$ cat src/rtl/proc_pkg.sv
`default_nettype none
// ============================================================================
//  Module      : proc_pkg
//  Description : Shared definitions for param_proc_core. Holds the opcode
//                encodings, the controller state encoding, the status-flag
//                bit positions and a small opcode-legality helper.
//  Revision    : 1.0  initial release
// ============================================================================
package proc_pkg;

  typedef enum logic [3:0] {
    OP_LOAD = 4'd0,
    OP_MOVE = 4'd1,
    OP_ADD  = 4'd2,
    OP_SUB  = 4'd3,
    OP_XOR  = 4'd4,
    OP_AND  = 4'd5,
    OP_OR   = 4'd6,
    OP_DIV  = 4'd7,
    OP_MOD  = 4'd8
  } op_t;

  typedef enum logic [2:0] {
    S_IDLE     = 3'd0,
    S_FETCH_A  = 3'd1,
    S_EXEC     = 3'd2,
    S_DIV_ITER = 3'd3,
    S_WRITE    = 3'd4,
    S_DONE     = 3'd5
  } state_t;

  // Bit positions inside the internal status-flag vector
  localparam int FLAG_C    = 0;
  localparam int FLAG_Z    = 1;
  localparam int FLAG_DZ   = 2;
  localparam int FLAG_ILL  = 3;
  localparam int NUM_FLAGS = 4;

  // Every encoding above OP_MOD is unassigned
  function automatic logic is_illegal(input logic [3:0] f);
    return (f > OP_MOD);
  endfunction

endpackage
`default_nettype wire

$ cat src/rtl/seq_divider.sv
`default_nettype none
// ============================================================================
//  Module      : seq_divider
//  Description : Unsigned restoring divider, one quotient bit per clock.
//                A start with a non-zero divisor loads the operands; WIDTH
//                steps follow, then done pulses for one cycle with quotient
//                and remainder valid (they hold until the next start).
//  Ports       : clk, rst            clock, async active-high reset
//                start               load operands (ignored if divisor == 0)
//                dividend, divisor   operands
//                busy                iteration in progress
//                done                one-cycle completion pulse
//                quotient, remainder results
//                div_zero            divisor input is currently zero
//  Revision    : 1.0  initial release
// ============================================================================
module seq_divider #(
  parameter int WIDTH = 8
) (
  input  logic             clk,
  input  logic             rst,
  input  logic             start,
  input  logic [WIDTH-1:0] dividend,
  input  logic [WIDTH-1:0] divisor,
  output logic             busy,
  output logic             done,
  output logic [WIDTH-1:0] quotient,
  output logic [WIDTH-1:0] remainder,
  output logic             div_zero
);

  localparam int CNT_W = $clog2(WIDTH + 1);

  logic [WIDTH-1:0] r_div;
  logic [CNT_W-1:0] r_cnt;
  logic [WIDTH:0]   w_trial;

  assign div_zero = (divisor == '0);

  // Partial remainder shifted left by one with the next dividend bit brought
  // in (held in the quotient MSB), minus the divisor. MSB set means negative:
  // restore, i.e. keep the shifted value and record a 0 quotient bit.
  assign w_trial = {remainder, quotient[WIDTH-1]} - {1'b0, r_div};

  always_ff @(posedge clk or posedge rst) begin
    if (rst) begin
      r_div     <= '0;
      r_cnt     <= '0;
      busy      <= 1'b0;
      done      <= 1'b0;
      quotient  <= '0;
      remainder <= '0;
    end else begin
      done <= 1'b0;
      if (start && !div_zero) begin
        remainder <= '0;
        quotient  <= dividend;
        r_div     <= divisor;
        r_cnt     <= CNT_W'(WIDTH);
        busy      <= 1'b1;
      end else if (busy) begin
        if (!w_trial[WIDTH]) begin
          remainder <= w_trial[WIDTH-1:0];
          quotient  <= {quotient[WIDTH-2:0], 1'b1};
        end else begin
          remainder <= {remainder[WIDTH-2:0], quotient[WIDTH-1]};
          quotient  <= {quotient[WIDTH-2:0], 1'b0};
        end
        r_cnt <= r_cnt - 1'b1;
        if (r_cnt == CNT_W'(1)) begin
          busy <= 1'b0;
          done <= 1'b1;
        end
      end
    end
  end

endmodule
`default_nettype wire

$ cat src/rtl/param_proc_core.sv
`default_nettype none
// ============================================================================
//  Module      : param_proc_core
//  Description : WIDTH-bit multi-cycle processor core. Register file of
//                NUM_REGS entries, A/G staging registers, ALU, iterative
//                divider, status flags and a combinational debug read port.
//                One instruction in flight at a time, start/done handshake.
//  Ports       : clk, rst          clock, async active-high reset
//                start             instruction request (taken when busy=0)
//                func, rx, ry      opcode, dest/first operand, second operand
//                data_in           LOAD immediate
//                busy, done        in-flight indicator, completion pulse
//                result            value written to Rx (0 if no write)
//                flag_c/z/dz/ill   carry/borrow, zero, div-by-zero, illegal
//                dbg_sel, dbg_data debug register read
//  Revision    : 1.0  initial release
// ============================================================================
module param_proc_core
  import proc_pkg::*;
#(
  parameter  int WIDTH    = 8,
  parameter  int NUM_REGS = 8,
  localparam int RSEL_W   = $clog2(NUM_REGS)
) (
  input  logic              clk,
  input  logic              rst,
  input  logic              start,
  input  logic [3:0]        func,
  input  logic [RSEL_W-1:0] rx,
  input  logic [RSEL_W-1:0] ry,
  input  logic [WIDTH-1:0]  data_in,
  output logic              busy,
  output logic              done,
  output logic [WIDTH-1:0]  result,
  output logic              flag_c,
  output logic              flag_z,
  output logic              flag_dz,
  output logic              flag_ill,
  input  logic [RSEL_W-1:0] dbg_sel,
  output logic [WIDTH-1:0]  dbg_data
);

  state_t               r_state;
  logic [3:0]           r_func;
  logic [RSEL_W-1:0]    r_rx;
  logic [RSEL_W-1:0]    r_ry;
  logic [WIDTH-1:0]     r_imm;
  logic [WIDTH-1:0]     r_regs [NUM_REGS];
  logic [WIDTH-1:0]     r_a;
  logic [WIDTH-1:0]     r_g;
  logic                 r_c;    // carry/borrow captured alongside G
  logic                 r_dz;   // divide-by-zero captured alongside G
  logic [NUM_FLAGS-1:0] r_flags;

  logic [WIDTH-1:0] w_rx_val;
  logic [WIDTH-1:0] w_ry_val;
  logic [WIDTH:0]   w_sum;
  logic [WIDTH:0]   w_diff;
  logic [WIDTH-1:0] w_alu;
  logic             w_alu_c;
  logic             w_accept;
  logic             w_is_div;
  logic             w_div_start;
  logic             w_div_busy;
  logic             w_div_done;
  logic             w_div_zero;
  logic [WIDTH-1:0] w_quo;
  logic [WIDTH-1:0] w_rem;

  // Completion of the current instruction on this edge
  logic             w_fin;
  logic             w_wr;
  logic [WIDTH-1:0] w_val;
  logic             w_fc;
  logic             w_fdz;
  logic             w_fill;

  assign w_rx_val = r_regs[r_rx];
  assign w_ry_val = r_regs[r_ry];
  assign dbg_data = r_regs[dbg_sel];

  assign flag_c   = r_flags[FLAG_C];
  assign flag_z   = r_flags[FLAG_Z];
  assign flag_dz  = r_flags[FLAG_DZ];
  assign flag_ill = r_flags[FLAG_ILL];

  // The done cycle already has busy=0, so an instruction may be taken there
  assign w_accept    = start && ((r_state == S_IDLE) || (r_state == S_DONE));
  assign w_is_div    = (r_func == OP_DIV) || (r_func == OP_MOD);
  assign w_div_start = (r_state == S_FETCH_A) && w_is_div;

  assign w_sum  = {1'b0, r_a} + {1'b0, w_ry_val};
  assign w_diff = {1'b0, r_a} - {1'b0, w_ry_val};

  always_comb begin
    w_alu   = '0;
    w_alu_c = 1'b0;
    case (r_func)
      OP_ADD: begin w_alu = w_sum[WIDTH-1:0];  w_alu_c = w_sum[WIDTH];  end
      OP_SUB: begin w_alu = w_diff[WIDTH-1:0]; w_alu_c = w_diff[WIDTH]; end
      OP_XOR: w_alu = r_a ^ w_ry_val;
      OP_AND: w_alu = r_a & w_ry_val;
      OP_OR:  w_alu = r_a | w_ry_val;
      default: ;
    endcase
  end

  always_comb begin
    w_fin  = 1'b0;
    w_wr   = 1'b0;
    w_val  = '0;
    w_fc   = 1'b0;
    w_fdz  = 1'b0;
    w_fill = 1'b0;
    case (r_state)
      S_FETCH_A: begin
        if (r_func == OP_LOAD) begin
          w_fin = 1'b1; w_wr = 1'b1; w_val = r_imm;
        end else if (r_func == OP_MOVE) begin
          w_fin = 1'b1; w_wr = 1'b1; w_val = w_ry_val;
        end else if (is_illegal(r_func)) begin
          w_fin = 1'b1; w_fill = 1'b1;
        end
      end
      S_WRITE: begin
        w_fin = 1'b1; w_wr = 1'b1; w_val = r_g; w_fc = r_c; w_fdz = r_dz;
      end
      S_DIV_ITER: begin
        if (w_div_done) begin
          w_fin = 1'b1;
          w_wr  = 1'b1;
          w_val = (r_func == OP_DIV) ? w_quo : w_rem;
        end
      end
      default: ;
    endcase
  end

  seq_divider #(
    .WIDTH (WIDTH)
  ) u_div (
    .clk       (clk),
    .rst       (rst),
    .start     (w_div_start),
    .dividend  (w_rx_val),
    .divisor   (w_ry_val),
    .busy      (w_div_busy),
    .done      (w_div_done),
    .quotient  (w_quo),
    .remainder (w_rem),
    .div_zero  (w_div_zero)
  );

  always_ff @(posedge clk or posedge rst) begin
    if (rst) begin
      r_state <= S_IDLE;
      r_func  <= '0;
      r_rx    <= '0;
      r_ry    <= '0;
      r_imm   <= '0;
      r_a     <= '0;
      r_g     <= '0;
      r_c     <= 1'b0;
      r_dz    <= 1'b0;
      r_flags <= '0;
      busy    <= 1'b0;
      done    <= 1'b0;
      result  <= '0;
      for (int i = 0; i < NUM_REGS; i++) r_regs[i] <= '0;
    end else begin
      done <= w_fin;
      if (w_fin) begin
        result            <= w_val;
        r_flags[FLAG_C]   <= w_fc;
        r_flags[FLAG_Z]   <= (w_val == '0);
        r_flags[FLAG_DZ]  <= w_fdz;
        r_flags[FLAG_ILL] <= w_fill;
      end
      if (w_wr) r_regs[r_rx] <= w_val;

      case (r_state)
        S_IDLE, S_DONE: begin
          if (w_accept) begin
            r_func  <= func;
            r_rx    <= rx;
            r_ry    <= ry;
            r_imm   <= data_in;
            busy    <= 1'b1;
            r_state <= S_FETCH_A;
          end else begin
            busy    <= 1'b0;
            r_state <= S_IDLE;
          end
        end
        S_FETCH_A: begin
          r_a <= w_rx_val;
          if (w_fin) begin
            busy    <= 1'b0;
            r_state <= S_DONE;
          end else if (w_is_div) begin
            if (w_div_zero) begin
              // Zero divisor: skip iteration; DIV saturates, MOD keeps Rx
              r_g     <= (r_func == OP_DIV) ? '1 : w_rx_val;
              r_c     <= 1'b0;
              r_dz    <= 1'b1;
              r_state <= S_WRITE;
            end else begin
              r_state <= S_DIV_ITER;
            end
          end else begin
            r_state <= S_EXEC;
          end
        end
        S_EXEC: begin
          r_g     <= w_alu;
          r_c     <= w_alu_c;
          r_dz    <= 1'b0;
          r_state <= S_WRITE;
        end
        S_WRITE: begin
          busy    <= 1'b0;
          r_state <= S_DONE;
        end
        S_DIV_ITER: begin
          if (w_div_done) begin
            busy    <= 1'b0;
            r_state <= S_DONE;
          end else if (!w_div_busy) begin
            // Divider idle without a result: recover rather than hang
            busy    <= 1'b0;
            r_state <= S_IDLE;
          end
        end
        default: begin
          busy    <= 1'b0;
          r_state <= S_IDLE;
        end
      endcase
    end
  end

endmodule
`default_nettype wire
$ cat config.mk
export PLATFORM = sky130hd
export DESIGN_NAME = param_proc_core
export DESIGN_NICKNAME = d
export VERILOG_FILES = /design/src/rtl/proc_pkg.sv /design/src/rtl/seq_divider.sv /design/src/rtl/param_proc_core.sv
export SDC_FILE = /design/constraint.sdc
export NUM_CORES = 1
export LEC_CHECK = 0
export ABC_AREA = 1
export CORE_ASPECT_RATIO = 0.9
export CORE_MARGIN = 3
export CORE_UTILIZATION = 45
export CTS_CLUSTER_SIZE = 40
export DETAILED_ROUTE_END_ITERATION = 8
export HOLD_SLACK_MARGIN = 0.06
export PLACE_DENSITY = 0.61
export SLEW_MARGIN = 20
export SYNTH_ARGS = -nofsm -noshare
export SYNTH_HDL_FRONTEND = slang
export SYNTH_SLANG_ARGS = --single-unit
$ cat constraint.sdc
create_clock -name clk -period 13.75 [get_ports clk]
set_input_delay 1.375 -clock clk [delete_from_list [all_inputs] [get_ports clk]]
set_output_delay 1.375 -clock clk [all_outputs]
set_load 0.005 [all_outputs]
## Word level (Yosys, flattened, before mapping)

Index checks and enable logic that the tools add are counted.

- Output and inout bits: 22
- Word-level logic and storage cells: 150
- Bits in registers: 147
- Bits of input ports: 24
- Memories: 0
- Latch bits: 0
- ROM bits: 0
- Bits in writable memories: 0

- Add/sub/neg operators: 4
- Multipliers: 0
- Reduce and logical (&&, ||, !) cells: 17
- Shift-type cells: 0
- Bitwise operators: 7
- $lt $le $gt $ge: 5
- Divide/modulo/power cells: 0
- Equal/unequal tests: 19
- Mux-type cells: 71

Operators with widths:

| operator | count |
|---|---|
| $mux 8 | 20 |
| $bmux 8 s3 | 3 |
| $bwmux 64 | 1 |
| $pmux 8 s5 | 1 |
| $mux 1 | 29 |
| $demux 8 s3 | 1 |
| $pmux 8 s3 | 1 |
| $eq 4x3->1 const B | 4 |
| $logic_not 8->1 | 2 |
| $pmux 8 s2 | 1 |
| $mux 3 | 5 |
| $pmux 3 s5 | 1 |
| $ge 4x4->1 const B | 3 |
| $not 3->4 | 3 |
| $add 8x8->9 | 1 |
| $sub 8x8->9 | 1 |
| $sub 9x8->9 | 1 |
| $and 8x8->8 | 1 |
| $eq 4x1->1 const B | 2 |
| $eq 4x2->1 const B | 2 |
| $mux 4 | 2 |
| $or 8x8->8 | 1 |
| $xor 8x8->8 | 1 |
| $eq 3x2->1 const B | 2 |
| 23 further kinds | 34 |

## Logic depth before layout (Yosys ltp)

- Word-level depth: 9
- Mapped depth: 21
- Mapped depth without buffers: 19

## Cells and area by module

A second synthesis with hierarchy kept.

- Cells, all modules: 1351
- Area, all modules: 9611.7 um^2

Modules (own cells, without submodules):

| module | times used | seq. area each (um^2) | area each (um^2) | cells an instance |
|---|---|---|---|---|
| param_proc_core | 1 | 2927.8 | 7758.7 | 1106 |
| seq_divider | 1 | 750.7 | 1853.0 | 245 |

## Worst setup path before layout

Ideal clock, no wire load.

- Path type: input -> output
- From: in dbg_sel[1]
- To: out dbg_data[0]
- Buffers on the path: 2
- Path slack: 10.047 ns
- Required time: 12.375 ns
- Arrival: 2.328 ns
- Cell stages on the path: 6
- Path through: clkbuf_1 -> inv_1 -> buf_1 -> a21oi_1 -> o21ai_0 -> a31oi_1

- Longest elaborated chain between the ends: 4

Ends and longest elaborated chain:

| item | line | text |
|---|---|---|
| start: declaration | param_proc_core.sv:39 | `input logic [RSEL_W-1:0] dbg_sel,` |
| $not 3->4 (implied by the code) | param_proc_core.sv:80 | `assign dbg_data = r_regs[dbg_sel];` |
| $bmux 8 s3 | param_proc_core.sv:80 |  |
| $mux 8 (implied by the code) (2 in a row) | param_proc_core.sv:80 |  |
| end: declaration | param_proc_core.sv:40 | `output logic [WIDTH-1:0] dbg_data` |

No other way between the ends. The select of a mux whose other input is x is not followed.

## Worst setup path in the final report

- From: in dbg_sel[0]
- To: out dbg_data[4]

Same word-level chain as after synthesis.

==> flow_metrics.py <==
metrics = {
    "final_layout": {
        "final_nets": 1384,
        "final_cells": 1591,
        "drive_gt1_share_pct": 6.51,
        "n_fill_cell": 1990,
        "area_growth_pct": 11.8,
        "num_antenna_cells": 0,
    },
    "yosys": {
        "synth-edff-count": 0,
        "synthTopCellsByCount": "337 x nand2_1, 164 x o21ai_0, 159 x inv_1, 147 x dfrtp_1, 130 x nand3_1",
        "ys_types": 42,
        "synth.avg_cell_area_um2": 7.18,
        "synth.most_common_cell": "nand2_1",
        "async_flop_share_pct": 100,
        "synth_area_um2": 9410,
        "synth_seq_cells": 147,
        "yosys_warnings": 0,
        "synthFlopType": "dfrtp_1",
        "synth_top_cell_area_share_pct": 39.1,
        "synthTopCellsByArea": "dfrtp_1 39%, nand2_1 13%, o21ai_0 8.7%",
        "synth_cells": 1310,
        "synth_top_area_cell": "dfrtp_1",
        "synth-seq-area-share_pct": 39.1,
        "syn_nets": 1371,
    },
    "routing": {
        "drt_iter0_markers": 1037,
        "drt-total-wl_mm": 29.2,
        "avgViaCountPerCell": 5.63,
        "wire_per_inst_um": 18.4,
        "ant_nets": 0,
        "drtPass1Iterations": 7,
        "vias": 8954,
        "drcViolationCount": 0,
    },
    "status": {
        "outcome": "complete, no violations",
    },
    "pwr": {
        "finalPower_uw": 2420,
        "leakage_uw": 0.00500,
        "power.density_nw_per_um2": 230,
        "ir_worst_vdd_mv": 0.192,
    },
    "die": {
        "ioPinCount": 46,
        "dieWidth_um": 158,
        "core-area_um2": 20200,
        "start_util_pct": 46.5,
        "rows": 49,
        "dieArea_um2": 22700,
        "die_h_um": 143,
    },
    "worst_setup_path": {
        "critPathLaunchType": "input pin",
        "worstReg2RegStart": "r_ry[1]",
        "cp_cell_sequence": "clkdlybuf4s50_1 > buf_4 > clkinv_1 > a21oi_1 > a221oi_1 > a31oi_1 > clkdlybuf4s50_1",
        "end_kind": "output port",
        "cp_max_fo": 39,
        "cpMostUsedCell": "clkdlybuf4s50_1",
        "crit_buf_inv": 4,
        "critPathMaxStageDelay_ns": 0.57,
        "critical_path.top_delay_family": "buffers and inverters",
        "critical_path_class": "in -> out",
        "slowest_stage": "clkinv_1",
        "crit_start": "dbg_sel[0]",
        "worst_ep_arrival_time_ns": 3.95,
        "crit_required_ns": 12.38,
    },
    "place": {
        "port_buffers": 45,
        "post-place-ws_ns": 8.43,
        "dp.cells": 1559,
        "detailed_place_hpwl_mm": 21.2,
        "gp_congestion": 0.963,
    },
    "timing": {
        "worst_slack_ns": 8.42,
        "slew_violations": 0,
        "rsz0062_at_grt": "no",
        "fin_crit_sh_pct": 38.7,
        "fin_skew_ns": 0.0109,
        "min_period_ns": 5.33,
        "setup_viol": 0,
        "timing.fmax_mhz": 188,
        "hold_violations": 0,
        "fin_hold_ws_ns": 0.480,
        "relSlewSlack_pct": 23.7,
        "worst_pin_slew_ns": 1.14,
        "setup_tns_ns": 0,
    },
    "clock_tree": {
        "cts.reportedPaths.clkPinSlew_ns": 0.06,
        "cts_sinks": 147,
        "cts_tree": "yes",
        "cts-htree-levels": 4,
        "clockBufferDepth": 2,
        "post_cts_buffers": 0,
        "cts_resized": 0,
        "root_buffer": "clkbuf_16",
        "ctsHoldBuffers": 0,
        "cts_buffers": 17,
        "insertion_delay_ns": 0.43,
    },
    "global_route": {
        "overflow": 0,
        "grt_usage_pct": 26.8,
        "first_global_vias": 8240,
        "grt_use_met2_pct": 36.7,
        "grt_pass1_wl_mm": 46.8,
        "use_met1_pct": 42.0,
        "grt_max_degree": 79,
        "grt_antenna_before_repair": 0,
        "top_usage_layer": "met1",
        "grt_util_met3_pct": 5.61,
    },
    "worst_hold_path": {
        "min_from": "busy",
        "hold_path.class": "reg -> reg",
    },
    "job": {
        "max-cap-violations": 0,
    },
}
logic make-up (layout without fill, tap and decap cells):
family | count (synthesis) | after routing | share of synthesized area [%]
AOI/OAI and AO/OA | 304 | 304 | 17.6
DFF | 147 | 147 | 39.1
xor gates and xnor gates | 6 | 6 | 0.558
buffers and inverters | 222 | 248 | 10.1
muxes | 9 | 9 | 1.08
and+or+nand+nor | 585 | 585 | 26.4
adders and majority gates | 37 | 37 | 5.16
final timing paths:
check	end	slack, ns	depth (start not counted)
worst max-delay path	dbg_data[4]	8.42	7
worst min-delay path	busy	0.48	2
worst max register to register	r_g[2]	10.24	14
worst min register to register	busy	0.48	2
max in group asynchronous	r_imm[6]	10.90	3
min in group asynchronous	u_div.remainder[2]	1.45	2
flip-flops by register name, summed over array words and instances, names as in the netlist, 3 cells and up:
| register | cells |
|---|---|
| r_a | 8 |
| r_state | 3 |
| result | 8 |
| u_div.r_div | 8 |
| u_div.remainder | 8 |
| r_g | 8 |
| u_div.quotient | 8 |
| r_flags | 4 |
| r_ry | 3 |
| r_func | 4 |
| r_regs | 64 |
| u_div.r_cnt | 4 |
| r_rx | 3 |
| r_imm | 8 |
placed cells by master, fill, tap and decap left out, drive strengths merged:
cell | Yosys | layout
nand2 | 355 | 355
o21ai | 172 | 172
inv | 164 | 167
dfrtp | 147 | 147
nand3 | 130 | 130
nor2 | 79 | 79
a21oi | 74 | 74
clkdlybuf4s50 | 0 | 45
ha | 34 | 34
o22ai | 20 | 20
clkbuf | 30 | 18
o211ai | 12 | 12
nor3 | 10 | 10
a31oi | 9 | 9
mux2 | 9 | 9
a221oi | 9 | 9
nand4 | 7 | 7
clkinv | 2 | 6
xor2 | 5 | 5
buf | 26 | 5
clkinvlp | 0 | 4
or2 | 3 | 3
o21bai | 3 | 3
fa | 3 | 3
bufinv | 0 | 3
a21o | 1 | 1
a21boi | 1 | 1
a211oi | 1 | 1
nand3b | 1 | 1
xnor2 | 1 | 1
o21a | 1 | 1
o221ai | 1 | 1
power breakdown:
group          switching, µW  total (µW)  internal [µW]
combinational            834        1240            404
sequential               132         695            563
clock                    202         490            288
total                   1170        2420           1250
per-stage QoR:
stage / cell area, µm² / util (%)
floorplan: 9410 / -
global placement: 9900 / 48.9
detailed placement: 9900 / 48.9
CTS: 10500 / 51.9
global route: 10500 / 52.0
finish: 10500 / 52.0
per-layer routing:
layer	routed length, µm	vias up
met5	0	-
met4	765	0
met3	2520	52
met2	11900	396
met1	14000	4177
li1	-	4329
worst register-to-register path: stages, from the launching register on:
cell	delay [ns]
dfrtp_1	0.84
inv_2	0.39
nand3_1	0.19
nand3_1	0.13
nand2_2	0.16
inv_1	0.08
ha_1	0.24
fa_1	0.48
or2_2	0.31
nand3_1	0.09
nand3_1	0.07
o21ai_0	0.19
nand2_1	0.08
nand2_1	0.07
o21ai_1	0.07
cell type report:
cell class | instances | area [µm²] | share of cell area [%]
clock buffers | 18 | 429 | 4.08
clock inverters | 14 | 178 | 1.69
inverters | 166 | 633 | 6.02
multi-input cells | 941 | 4800 | 45.6
flip-flops and latches | 147 | 3680 | 35.0
well taps | 255 | 319 | 3.03
repair buffers | 50 | 488 | 4.64
Note: power is estimated with default switching activity, not from simulation.
